`src/rtl/proc_pkg.sv`:
```
// Shared datapath definitions: sequencer state encoding and the address-update
// operation codes chosen by the command priority mux.
package proc_pkg;

   typedef enum logic {
      ST_IDLE = 1'b0,
      ST_REQ  = 1'b1
   } state_e;

   typedef enum logic [2:0] {
      OP_NONE = 3'd0,
      OP_LD   = 3'd1,
      OP_ADD  = 3'd2,
      OP_INC  = 3'd3,
      OP_DEC  = 3'd4
   } op_e;

endpackage

```
`src/rtl/addr_alu_sat.sv`:
```
// Combinational WIDTH+1-bit add/subtract used for every address update,
// flagging carry/borrow and optionally clamping to the address range.
module addr_alu_sat #(
   parameter int WIDTH    = 16,
   parameter int SAT_MODE = 0
) (
   input  logic [WIDTH-1:0] cur_i,
   input  logic [WIDTH-1:0] operand_i,
   input  logic             sub_i,
   output logic [WIDTH-1:0] next_o,
   output logic             ovf_evt_o
);

   logic [WIDTH:0] sum;

   // The extra top bit is the carry on add and the borrow on subtract.
   always_comb begin
      if (sub_i) begin
         sum = {1'b0, cur_i} - {1'b0, operand_i};
      end else begin
         sum = {1'b0, cur_i} + {1'b0, operand_i};
      end
      ovf_evt_o = sum[WIDTH];
      next_o    = sum[WIDTH-1:0];
      if ((SAT_MODE != 0) && sum[WIDTH]) begin
         next_o = sub_i ? '0 : '1;
      end
   end

endmodule

```
`src/rtl/addr_reg_seq.sv`:
```
// Address register with load/inc/dec/signed-offset updates, sticky overflow,
// and a req/ack memory-access sequencer with optional post-increment.
module addr_reg_seq
   import proc_pkg::*;
#(
   parameter int WIDTH     = 16,
   parameter int STEP      = 1,
   parameter int RESET_VAL = 0,
   parameter int SAT_MODE  = 0
) (
   input  logic             clk_i,
   input  logic             rst_b_i,
   input  logic             ld_i,
   input  logic [WIDTH-1:0] ld_val_i,
   input  logic             inc_i,
   input  logic             dec_i,
   input  logic             add_off_i,
   input  logic [WIDTH-1:0] off_i,
   input  logic             acc_start_i,
   input  logic             post_inc_i,
   input  logic             mem_ack_i,
   input  logic             ovf_clr_i,
   output logic [WIDTH-1:0] out_o,
   output logic [WIDTH-1:0] mem_addr_o,
   output logic             mem_req_o,
   output logic             busy_o,
   output logic             ovf_o
);

   localparam logic [WIDTH-1:0] STEP_W  = WIDTH'(STEP);
   localparam logic [WIDTH-1:0] RESET_W = WIDTH'(RESET_VAL);

   state_e           state_q, state_d;
   logic [WIDTH-1:0] out_q, out_d;
   logic [WIDTH-1:0] mem_addr_q, mem_addr_d;
   logic             post_inc_q, post_inc_d;
   logic             ovf_q, ovf_d;

   op_e              op;
   logic [WIDTH-1:0] aluOperand;
   logic             aluSub;
   logic [WIDTH-1:0] aluNext;
   logic             aluOvf;

   addr_alu_sat #(
      .WIDTH    (WIDTH),
      .SAT_MODE (SAT_MODE)
   ) u_alu (
      .cur_i     (out_q),
      .operand_i (aluOperand),
      .sub_i     (aluSub),
      .next_o    (aluNext),
      .ovf_evt_o (aluOvf)
   );

   // Commands only act in IDLE without acc_start; in REQ the sole update is the
   // post-increment on ack, which reuses the INC path through the ALU.
   always_comb begin
      state_d    = state_q;
      mem_addr_d = mem_addr_q;
      post_inc_d = post_inc_q;
      op         = OP_NONE;
      case (state_q)
         ST_IDLE: begin
            if (acc_start_i) begin
               state_d    = ST_REQ;
               mem_addr_d = out_q;
               post_inc_d = post_inc_i;
            end else if (ld_i) begin
               op = OP_LD;
            end else if (add_off_i) begin
               op = OP_ADD;
            end else if (inc_i && !dec_i) begin
               op = OP_INC;
            end else if (dec_i && !inc_i) begin
               op = OP_DEC;
            end
         end
         ST_REQ: begin
            if (mem_ack_i) begin
               state_d    = ST_IDLE;
               post_inc_d = 1'b0;
               if (post_inc_q) begin
                  op = OP_INC;
               end
            end
         end
         default: state_d = ST_IDLE;
      endcase
   end

   // A negative offset becomes a subtraction of its magnitude so that the
   // borrow out of the unsigned address range is the underflow condition.
   always_comb begin
      aluOperand = STEP_W;
      aluSub     = 1'b0;
      case (op)
         OP_ADD: begin
            if (off_i[WIDTH-1]) begin
               aluOperand = -off_i;
               aluSub     = 1'b1;
            end else begin
               aluOperand = off_i;
            end
         end
         OP_DEC:  aluSub = 1'b1;
         default: aluSub = 1'b0;
      endcase
   end

   // A new overflow event beats a same-cycle clear so no event is lost.
   always_comb begin
      out_d = out_q;
      ovf_d = ovf_q;
      case (op)
         OP_LD:                 out_d = ld_val_i;
         OP_ADD, OP_INC, OP_DEC: out_d = aluNext;
         default:               out_d = out_q;
      endcase
      if (ovf_clr_i) begin
         ovf_d = 1'b0;
      end
      if (aluOvf && (op == OP_ADD || op == OP_INC || op == OP_DEC)) begin
         ovf_d = 1'b1;
      end
   end

   always_ff @(posedge clk_i or posedge rst_b_i) begin
      if (rst_b_i) begin
         state_q    <= ST_IDLE;
         out_q      <= RESET_W;
         mem_addr_q <= '0;
         post_inc_q <= 1'b0;
         ovf_q      <= 1'b0;
      end else begin
         state_q    <= state_d;
         out_q      <= out_d;
         mem_addr_q <= mem_addr_d;
         post_inc_q <= post_inc_d;
         ovf_q      <= ovf_d;
      end
   end

   assign out_o      = out_q;
   assign mem_addr_o = mem_addr_q;
   assign mem_req_o  = (state_q == ST_REQ);
   assign busy_o     = mem_req_o;
   assign ovf_o      = ovf_q;

endmodule

```
`config.mk`:
```
export PLATFORM = sky130hd
export DESIGN_NAME = addr_reg_seq
export DESIGN_NICKNAME = d
export VERILOG_FILES = /design/src/rtl/proc_pkg.sv /design/src/rtl/addr_alu_sat.sv /design/src/rtl/addr_reg_seq.sv
export SDC_FILE = /design/constraint.sdc
export NUM_CORES = 1
export LEC_CHECK = 0
export CAP_MARGIN = 40
export CORE_MARGIN = 1
export CORE_UTILIZATION = 40
export DETAILED_ROUTE_END_ITERATION = 8
export MAX_ROUTING_LAYER = met4
export PLACE_DENSITY_LB_ADDON = 0.1
export SLEW_MARGIN = 30
export SYNTH_ARGS = -nofsm -noshare
export SYNTH_HDL_FRONTEND = slang
export SYNTH_HIERARCHICAL = 1
export SYNTH_SLANG_ARGS = --single-unit
```
`constraint.sdc`:
```
create_clock -name clk_i -period 4.06 [get_ports clk_i]
set_input_delay 0.812 -clock clk_i [delete_from_list [all_inputs] [get_ports clk_i]]
set_output_delay 0.812 -clock clk_i [all_outputs]
set_load 0.01 [all_outputs]
```
==> metrics <==
status=complete, but fails checks; failing checks=setup timing; Setup-failing EPs final=1; Rows=31; largest family of logic cells by synthesized area=compound AO/OA/AOI/OAI gates; Area contributors post-synth=dfrtp_1, ha_1, xnor2_1, mux2_2, o221a_2; ys async rst share=1.00; initial antenna violation count=0; Crit path largest cell delay=490 ps; final period utilization=1.00; H-tree levels=2; final hold viol count=0; Area after DPL=4560 um^2; Port-buffer cells=76; Post-Synth XOR/XNOR Area=0.115; worst clock skew=4.41 ps; leakage=2.14 nW; P per Cell Area=518 nW/um^2; Tmin final=4070 ps; clk sinks=35; Slew @ Worst Pin=778 ps; WHS Endpoint=mem_addr_o[14]; post-synthesis simple-gate area fraction=0.188; clock transition at the registers of the reported paths=80 ps; first-pass iteration count of the detailed router=6; max_cap viols=0; Final Cell Area=4990 um^2; placed wire-length estimate=6.27 mm; delay-heaviest family, CP=simple AND/OR/NAND/NOR gates; Setup CP Type=in -> reg; Post-Syn Instances=334; ANT cells=0; # DRC=0; final setup TNS=-11.8 ps; fin. max-slew vios=0; CP most frequent cell=xnor2_1; via count=3039; total routed wirelength=8.31 mm; element type at the critical path start=input port; Hold Path Depth=1; clk root buf=clkbuf_8; Post-synth top flop=dfrtp_1; Die Y-Extent=90.4 um; WP buf/inv=4; post-synth top area share=0.280; Critical Path End Type=flip-flop; r2r endpoint=ovf_o; hold path start=mem_addr_o[14]; fraction of final layout cells sized beyond drive strength 1=0.389; Hold Path Class=reg -> reg; GRT Util Overall=0.213; critical path's slowest cell=or4b_4; Vias/cell=5.12; maximum fanout along the worst path=3; syn_nets=395; Reg2Reg Depth=17; wire length per cell=14.0 um; final worst slack=-11.8 ps; Final nets=554; vias in the first global route=2913; max_slew headroom=0.481; register area share after synthesis=0.280; fmax=246 MHz; Worst Path Required=4200 ps; number of synthesized flops with an enable pin=0; multiplexer share of the synthesized area=0.0705; first-pass GRT wire length=13.8 mm; ANT nets after route=0; cts bufs inserted=5; warnings from Yosys=6; Initial DRC Count=79; Cell Area, Synth=3120 um^2; CTS Buffer Depth=2; synthesized-area fraction occupied by adder cells=0.0785; FF-to-FF setup slack=660 ps; CP cell instances=buf_8, clkinv_8, ha_4, or4b_4, buf_6, o21ai_2, xor2_1, nor2_2, nor4_4, nand2_2, nor3b_2, a21oi_2, xnor2_1, ha_1, and3_4, a31o_1, o221ai_2, o311ai_2, xnor2_1, inv_1, o22ai_1; Util after Layout=0.674; Worst-Skew Late Latency=290 ps; Overflow after GRT=0; Die W=90.4 um; Fill cells=583; RSZ-0062 raised after global routing=true; Min Hold Slack=505 ps; dpl ws=-850 ps; WP data arrival=4210 ps; CP startpoint=off_i[0]; Cell variety after synth=58; Die Area=8160 um^2; largest net degree at the start of global routing=36; core area=7410 um^2; I/O pins=77; complex-gate fraction of the synthesized area=0.220; Worst VDD drop=0.202 mV; Area Growth Syn to Fin=59.8%; FF-to-FF Start=busy_o; initial core utilization=0.422; CTS tree=yes; gpl congestion=0.865; Post-Syn Area per Cell=9.35 um^2; synthesized flop and latch total=35; area leader, netlist=dfrtp_1
[power breakdown]
part	leakage, nW	total (mW)	switching [mW]	internal, mW
Clock	0.0581	0.319	0.136	0.183
Sequential	0.385	0.641	0.136	0.505
Combinational	1.70	1.62	0.680	0.944
Total	2.14	2.58	0.953	1.63
[how the worst max path moves through the flow]
stage / to / cells past startpoint
2_1_floorplan: ovf_o / 20
3_3_place_gp: ovf_o / 20
3_5_place_dp: ovf_o / 20
4_1_cts: ovf_o / 21
5_1_grt: ovf_o / 20
6_report: ovf_o / 21
[synthesized netlist by cell type (all sizes together) (8+ instances only)]
library cell and n:
o21ai 14, mux2 16, nand2 11, a21oi 27, dfrtp 35, inv 17, o221a 16, xnor2 23
nor2 30, nand2b 22, xor2 18, ha 18, buf 8, clkbuf 8
[worst reg2reg max path: stages (launching register included)]
cell and delay (ps):
dfrtp_1 450, nor2_1 150, nand3b_1 150, buf_4 180
buf_4 160, nor2_1 230, nor4_4 80, buf_4 160
a21oi_1 220, xnor2_1 150, ha_1 290, a21o_1 220
a31o_1 230, o221ai_2 170, o311ai_2 130, xnor2_1 140
inv_1 70, o22ai_1 60
[layer usage]
| metal | share of wire | track usage | vias to the layer above |
|---|---|---|---|
| met2 | 0.48 | 0.343 | 67 |
| met3 | 0.024 | 0.0269 | 9 |
| li1 | - | - | 1528 |
| met4 | 0.017 | 0.0632 | 0 |
| met1 | 0.48 | 0.279 | 1435 |
| met5 | 0 | - | - |
[through the flow]
| stage | cells | power, mW |
|---|---|---|
| 2_1_floorplan | 334 | 1.47 |
| 3_3_place_gp | 571 | 2.15 |
| 3_5_place_dp | 571 | 2.17 |
| 4_1_cts | 585 | 2.55 |
| 5_1_grt | 593 | 2.78 |
| 6_report | 593 | 2.58 |
[placed cells by master, fill, tap and decap left out, types with 3 or more instances in the layout]
cell type and count:
clkdlybuf4s50_1 68, o21ai_0 5, buf_6 3, nor2b_1 5, a21oi_1 17, nor2_1 22
nor2_2 8, ha_1 17, mux2_2 16, o21ai_1 4, o211ai_1 3, inv_1 15
nand2b_1 22, nand3_1 3, xnor2_1 22, xor2_1 18, nor3_1 4, or4_1 3
a21oi_2 10, buf_4 88, o41ai_4 3, o21ai_2 4, nand2_1 10, o41ai_2 3
o221a_2 16, dfrtp_1 35, mux2i_1 4, clkbuf_8 5, dlymetal6s2s_1 3
[layout make-up]
cell class / count / area (um^2) / area share
clock inverters: 3 / 43.8 / 0.00877
inverters: 17 / 88.8 / 0.0178
repair buffers: 168 / 1480 / 0.297
clock buffers: 5 / 68.8 / 0.0138
flip-flops and latches: 35 / 876 / 0.175
well taps: 99 / 124 / 0.0248
multi-input cells: 266 / 2310 / 0.462
[cells by family (layout without fill, tap and decap cells)]
kind of cell / after synthesis / in the layout
and+or+nand+nor: 101 / 101
AOI/OAI and AO/OA: 85 / 85
xor gates and xnor gates: 41 / 41
DFF: 35 / 35
buffers and inverters: 33 / 193
muxes: 20 / 20
adders and majority gates: 19 / 19
[sequential cells by signal (all words and copies together), names as in the netlist]
signal	flops
busy_o	1
mem_addr_o	16
out_o	16
ovf_o	1
post_inc_q	1
[what timing repair did]
action,in CTS,in global routing
buffers inserted,6,9
pin swaps,21,43
endpoints found under the setup margin,10,7
resized for setup,39,34
hold buffers,0,0
gates cloned,0,0
(Power assumes the default switching activity.)
